File: src/rtl/frame_capture_rx.sv
// frame_capture_rx: captures hsync-qualified RGB pixels into frame-buffer RAM writes; BOTTOM_UP_EN selects BMP row order/packing; ports HCLK/HRESET/hsync/DATA_* in, mem_addr/mem_wdata/mem_we/line_done/frame_done/overrun out
module frame_capture_rx #(
  parameter int WIDTH  = 768,
  parameter int HEIGHT = 512,
  parameter int ADDR_W = 19
) (
  input  logic              HCLK,
  input  logic              HRESET,
  input  logic              hsync,
  input  logic [7:0]        DATA_R,
  input  logic [7:0]        DATA_G,
  input  logic [7:0]        DATA_B,
  output logic [ADDR_W-1:0] mem_addr,
  output logic [23:0]       mem_wdata,
  output logic              mem_we,
  output logic              line_done,
  output logic              frame_done,
  output logic              overrun
);
  localparam int CW = WIDTH > 1 ? $clog2(WIDTH) : 1;
  localparam int RW = HEIGHT > 1 ? $clog2(HEIGHT) : 1;
`ifdef BOTTOM_UP_EN
  localparam logic [ADDR_W-1:0] A_START = ADDR_W'((HEIGHT - 1) * WIDTH);
  localparam logic [ADDR_W-1:0] A_WRAP  = ADDR_W'(2 * WIDTH - 1);
`else
  localparam logic [ADDR_W-1:0] A_START = '0;
`endif
  typedef enum logic [1:0] {IDLE, CAPTURE, DONE} state_t;
  state_t            r_state, w_state_n;
  logic [CW-1:0]     r_col;
  logic [RW-1:0]     r_row;
  logic [ADDR_W-1:0] r_addr, w_addr_n;
  logic              w_acc, w_eol, w_eof;
  logic [23:0]       w_pix;
  always_comb begin
    w_acc     = hsync && r_state != DONE;
    w_eol     = r_col == CW'(WIDTH - 1);
    w_eof     = w_eol && r_row == RW'(HEIGHT - 1);
    w_state_n = w_acc ? (w_eof ? DONE : CAPTURE) : r_state;
`ifdef BOTTOM_UP_EN
    w_pix     = {DATA_B, DATA_G, DATA_R};
    w_addr_n  = w_eof ? r_addr : w_eol ? r_addr - A_WRAP : r_addr + ADDR_W'(1);
`else
    w_pix     = {DATA_R, DATA_G, DATA_B};
    w_addr_n  = w_eof ? r_addr : r_addr + ADDR_W'(1);
`endif
  end
  always_ff @(posedge HCLK) r_state <= HRESET ? IDLE : w_state_n;
  always_ff @(posedge HCLK) begin
    if (HRESET) begin
      r_col      <= '0;
      r_row      <= '0;
      r_addr     <= A_START;
      mem_addr   <= '0;
      mem_wdata  <= '0;
      mem_we     <= 1'b0;
      line_done  <= 1'b0;
      frame_done <= 1'b0;
      overrun    <= 1'b0;
    end else begin
      mem_we     <= w_acc;
      line_done  <= w_acc && w_eol;
      frame_done <= frame_done | (w_acc && w_eof);
      overrun    <= overrun | (hsync && r_state == DONE);
      if (w_acc) begin
        mem_addr  <= r_addr;
        mem_wdata <= w_pix;
        r_col     <= w_eol ? '0 : r_col + CW'(1);
        r_row     <= (w_eol && !w_eof) ? r_row + RW'(1) : r_row;
        r_addr    <= w_addr_n;
      end
    end
  end
endmodule

File: config.mk
export PLATFORM = sky130hd
export DESIGN_NAME = frame_capture_rx
export DESIGN_NICKNAME = d
export VERILOG_FILES = /design/src/rtl/frame_capture_rx.sv
export SDC_FILE = /design/constraint.sdc
export NUM_CORES = 1
export LEC_CHECK = 0
export ABC_CLOCK_PERIOD_IN_PS = 6200
export BUFFER_PORTS_ARGS = -buffer_cell sky130_fd_sc_hd__clkbuf_2
export CORE_UTILIZATION = 35
export CTS_CLUSTER_SIZE = 40
export DETAILED_ROUTE_END_ITERATION = 16
export GPL_ROUTABILITY_DRIVEN = 0
export MAX_ROUTING_LAYER = met4
export PLACE_DENSITY = 0.58
export SYNTH_ARGS = -nofsm -noshare
export SYNTH_HDL_FRONTEND = slang
export SYNTH_SLANG_ARGS = --single-unit
File: constraint.sdc
create_clock -name HCLK -period 6.2 [get_ports HCLK]
set_input_delay 1.24 -clock HCLK [delete_from_list [all_inputs] [get_ports HCLK]]
set_output_delay 1.24 -clock HCLK [all_outputs]
set_load 0.05 [all_outputs]
Word level (Yosys, flattened, before mapping)

Index checks and enable logic that the tools add are counted.

$add $sub $neg: 3
Muxes and demuxes: 2
Eq/ne operators: 4
Reductions and logical operators: 9
Bitwise gates (word level): 3

Operator list:

| cell                  | count |
|---|---|
| $add 19x1->19 const B | 1 |
| $add 10x1->10 const B | 1 |
| $eq 10x10->1 const B  | 1 |
| $mux 10               | 1 |
| $add 9x1->9 const B   | 1 |
| $eq 9x9->1 const B    | 1 |
| $logic_and 1x1->1     | 6 |
| $reduce_and 2->1      | 2 |
| $eq 2x2->1 const B    | 1 |
| $mux 2                | 1 |
| $ne 2x2->1 const B    | 1 |
| $or 1x1->1            | 2 |
| $logic_not 1->1       | 1 |
| $not 1->1             | 1 |

Logic and storage cells: 31
Register bits after elaboration: 87
Bits of input ports: 27

Longest topological paths before layout

Depth after elaboration: 5
Mapped depth: 10
Depth with buffers taken out: 8

Worst setup path after synthesis

OpenSTA, ideal clock, no wires.

Path type: input-to-reg
Start: input HRESET
End: register frame_done
Arrival: 2.435 ns
Stages: 5
Buffers on the path: 4
Required time: 6.072 ns
Slack: 3.637 ns
Library setup time: 0.128 ns
Cell sequence: clkbuf_1 clkbuf_1 clkbuf_1 clkbuf_1 nor2_1

RTL lines:

| item                   | line | source |
|---|---|---|
| start: declaration     | 8    | `input logic HRESET,` |
| end signal: assignment | 63   | `frame_done <= frame_done \| (w_acc && w_eof);` |
| end: declaration       | 17   | `output logic frame_done,` |

No word-level cell between the ends.

Worst setup path in the final report

Start: input hsync
End: register r_addr[8]

Cells in the longest elaborated chain, start to end: 2

Ends and longest elaborated chain:

| item                              | line | source |
|---|---|---|
| start: declaration                | 9    | `input logic hsync,` |
| $logic_and 1x1->1                 | 36   | `w_acc = hsync && r_state != DONE;` |
| $reduce_and 2->1 (no source line) | n/a  |  |
| end signal: assignment            | 70   | `r_addr <= w_addr_n;` |
| end: declaration                  | 32   | `logic [ADDR_W-1:0] r_addr, w_addr_n;` |

Every way passes these cells.
A chain may end at the register's enable or synchronous reset.

==> Flow_metrics.wiki <==
{| class="wikitable"
! Metric !! Value
|-
| Result of the run || finished clean
|-
| Yosys reg bits || 87
|-
| Clock network latency to the later pin of the worst-skew pair || 0.36 ns
|-
| Growth of design area from synthesis to finish || 16.7%
|-
| Routed vias/inst || 5.01
|-
| Max-cap violations || 0
|-
| Power density of the placed cells || 257 mW/mm2
|-
| Unrepaired setup endpoints after global routing || false
|-
| TritonCTS clock tree || yes
|-
| Die X || 104 um
|-
| Yosys top cell area share || 48.0%
|-
| Largest net degree at the start of global routing || 65
|-
| Yosys cell types || 39
|-
| Routed len/inst || 12.5 um
|-
| Number of cells traversed by the worst register-to-register path || 4
|-
| Hold path cells || 2
|-
| Largest cells by area after synthesis || sky130_fd_sc_hd__dfxtp_1 (48%), sky130_fd_sc_hd__nand2_1 (10%), sky130_fd_sc_hd__a21oi_1 (9.5%)
|-
| Post-CTS setup buffer count || 0
|-
| Type of the worst min-delay path || flip-flop to flip-flop
|-
| Final-stage net count || 521
|-
| Type of destination of the critical path || flip-flop
|-
| Mapped cell area || 0.00363 mm2
|-
| Crit share post-route || 42.5%
|-
| Relative slew slack || 34.4%
|-
| First-pass GRT wire length || 13.3 mm
|-
| Die ar. || 0.0108 mm2
|-
| Final setup viols || 0
|-
| Commonest non-fill, non-tap cells in the layout || sky130_fd_sc_hd__nand2_1 (99), sky130_fd_sc_hd__dfxtp_1 (87), sky130_fd_sc_hd__clkbuf_2 (73), sky130_fd_sc_hd__a21oi_1 (69), sky130_fd_sc_hd__nor2_1 (20)
|-
| Leakage power summed over all cells || 1.61 nW
|-
| I/O pin total || 74
|-
| Final routed DRC violation total || 0
|-
| Initial antenna violation count || 0
|-
| TritonRoute pass-1 iters || 4
|-
| Category of the critical setup timing path || input port to flip-flop
|-
| Detailed Route Iter0 Violations || 144
|-
| Worst Tran Pin Value || 0.980 ns
|-
| Clock slew at the register clock pins of the worst setup and hold paths || 0.09 ns
|-
| Net count after synthesis || 465
|-
| Worst stage delay on the critical path || 0.71 ns
|-
| Number of global-route vias before repair || 2775
|-
| Cell count after synthesis || 434
|-
| Mean instance size in the synthesized netlist || 8.37 um2
|-
| Vias || 3147
|-
| Core Rows || 36
|-
| Proportion of synthesized flip-flops having asynchronous set or reset || 0%
|-
| Clock sink count || 87
|-
| Post-layout min period || 2.64 ns
|-
| Most frequent standard cell in the layout excluding fill and tap cells || sky130_fd_sc_hd__nand2_1
|-
| Detailed Place HPWL || 5.12 mm
|-
| Maximum root-to-sink buffer count || 2
|-
| Element type at the critical path start || input port
|-
| Final routed wirelength across all metal layers || 7.88 mm
|-
| Worst Setup Slack post-DPL || 3.18 ns
|-
| Ys flop type || sky130_fd_sc_hd__dfxtp_1
|-
| Starting Density || 36.6%
|-
| Final Non-Filler Cells || 628
|-
| Cell type with the highest aggregate area in the netlist || sky130_fd_sc_hd__dfxtp_1
|-
| Data required time of the worst path || 6.49 ns
|-
| Yosys warning count || 0
|-
| Share of final-layout standard cells stronger than drive strength 1 || 20.4%
|-
| Antenna Cells || 0
|-
| Ordered list of cells on the worst path || clkbuf_2, nand2_2, or4_1, a21oi_1
|-
| IO Port Bufs || 73
|-
| R2R setup slack || 3.96 ns
|-
| Die extent in y || 104 um
|-
| Std-Cell Core Area || 0.00991 mm2
|-
| Global-route congestion overflow total || 0
|-
| Maximum VDD drop || 0.103 mV
|-
| Worst Hold End || mem_addr[6]
|-
| Clock Skew || 0.0105 ns
|-
| Critical register-to-register path startpoint || r_state[0]
|-
| Number of buffers inserted for hold repair after clock tree synthesis || 0
|-
| Maximum net fanout on the critical path || 55
|-
| Post-route antenna net violation count || 0
|-
| Fin Setup TNS || 0 ns
|-
| Count of flip-flops with a built-in enable after synthesis || 0
|-
| CP max stage cell || sky130_fd_sc_hd__or4_1
|-
| Timing-limited maximum frequency || 0.379 GHz
|-
| Pins over their slew limit || 0
|-
| Final setup slack of the worst path || 3.56 ns
|-
| All-Layer GR Usage || 15.6%
|-
| Cts bufs inserted || 9
|-
| Endpoint arrival time on the critical path || 2.93 ns
|-
| Beginning of the worst hold path || mem_addr[6]
|-
| Final design utilization || 42.8%
|-
| H-tree depth reported by CTS || 3
|-
| Crit Reg-Reg Endpoint || r_addr[8]
|-
| Placed Instances || 612
|-
| Cell chosen for the clock root || sky130_fd_sc_hd__clkbuf_8
|-
| Gates resized, CTS repair || 0
|-
| Share of the yosys chip area belonging to registers || 48.0%
|-
| Final hold violation count || 0
|}
## registers in the layout, indices dropped and copies added (netlist names)
| register | flops |
|---|---|
| mem_addr | 19 |
| mem_we | 1 |
| r_addr | 19 |
| overrun | 1 |
| r_row | 9 |
| r_col | 10 |
| line_done | 1 |
| r_state | 2 |
| frame_done | 1 |
| mem_wdata | 24 |
## per-stage QoR
| step | cell area, um2 | hold WS [ns] | total power [W] |
|---|---|---|---|
| floorplan | 3630 | 0.441 | 0.000669 |
| global placement | 4030 | 0.445 | 0.000695 |
| detailed placement | 4030 | 0.448 | 0.000697 |
| CTS | 4240 | 0.461 | 0.00111 |
| global route | 4240 | 0.476 | 0.00114 |
| finish | 4240 | 0.458 | 0.00109 |
## worst max-delay path by stage
stage                      start          to  slack [ns]  cells past startpoint
final                      hsync   r_addr[8]        3.56                      4
after global placement     hsync   r_addr[8]        3.20                      4
after floorplan           HRESET  frame_done        3.64                      5
after CTS                  hsync   r_addr[8]        3.57                      4
after global routing       hsync   r_addr[4]        3.39                      4
after detailed placement   hsync   r_addr[3]        3.18                      4
## cell families after synthesis
family                   count (synthesis)  share of synthesized area, %
AND/OR/NAND/NOR                        202                          28.4
AO/OA/AOI/OAI                           94                          14.0
flip-flops                              87                          48.0
buffers and inverters                   33                          4.27
multiplexers                             9                          2.79
XOR/XNOR                                 5                          1.21
adder cells (fa/ha/maj)                  4                          1.38
## routing by layer
| metal | wire [um] | track usage, % | share of wire [%] |
|---|---|---|---|
| met1 | 3870 | 19.3 | 49 |
| met2 | 3620 | 24.0 | 46 |
| met3 | 283 | 3.70 | 3.6 |
| met4 | 107 | 7.35 | 1.4 |
| met5 | 0 | - | 0 |
## cells in the mapped netlist, types with 2 or more instances
library cell,number
sky130_fd_sc_hd__or3_1,6
sky130_fd_sc_hd__nor2b_1,11
sky130_fd_sc_hd__or4_1,13
sky130_fd_sc_hd__nand2_1,100
sky130_fd_sc_hd__nor4b_2,2
sky130_fd_sc_hd__nor4_2,4
sky130_fd_sc_hd__mux2_1,8
sky130_fd_sc_hd__inv_1,4
sky130_fd_sc_hd__o31ai_1,13
sky130_fd_sc_hd__o21ai_0,9
sky130_fd_sc_hd__a21oi_1,69
sky130_fd_sc_hd__buf_1,4
sky130_fd_sc_hd__xor2_1,4
sky130_fd_sc_hd__nand3_1,16
sky130_fd_sc_hd__dfxtp_1,87
sky130_fd_sc_hd__and2_1,3
sky130_fd_sc_hd__nand4_1,9
sky130_fd_sc_hd__ha_1,4
sky130_fd_sc_hd__nor4_1,2
sky130_fd_sc_hd__clkbuf_1,20
sky130_fd_sc_hd__nor2_1,20
sky130_fd_sc_hd__and4_1,5
sky130_fd_sc_hd__and3_1,4
sky130_fd_sc_hd__buf_6,2
## report_power, final
part	switching, W	total (W)	internal, W	leakage [nW]
combinational	0.0000779	0.000102	0.0000242	0.801
clock	0.000208	0.000406	0.000199	0.0989
sequential	0.00000819	0.000580	0.000572	0.706
total	0.000294	0.00109	0.000795	1.61
## critical path, delay by kind of cell
| family | cells | cell delay [ns] |
|---|---|---|
| AND/OR/NAND/NOR | 2 | 1.31 |
| buffers and inverters | 1 | 0.22 |
| AO/OA/AOI/OAI | 1 | 0.15 |
## final cells by class
type                            count  area (um2)
Inverter                            4        15.0
Clock inverter                      6        67.6
Clock buffer                       10         138
Tap cell                          133         166
Sequential cell                    87        1740
Multi-Input combinational cell    314        1740
Timing Repair Buffer               74         373
Fill cell                        1038        5670
No activity file was read; power rests on OpenSTA's default activity.
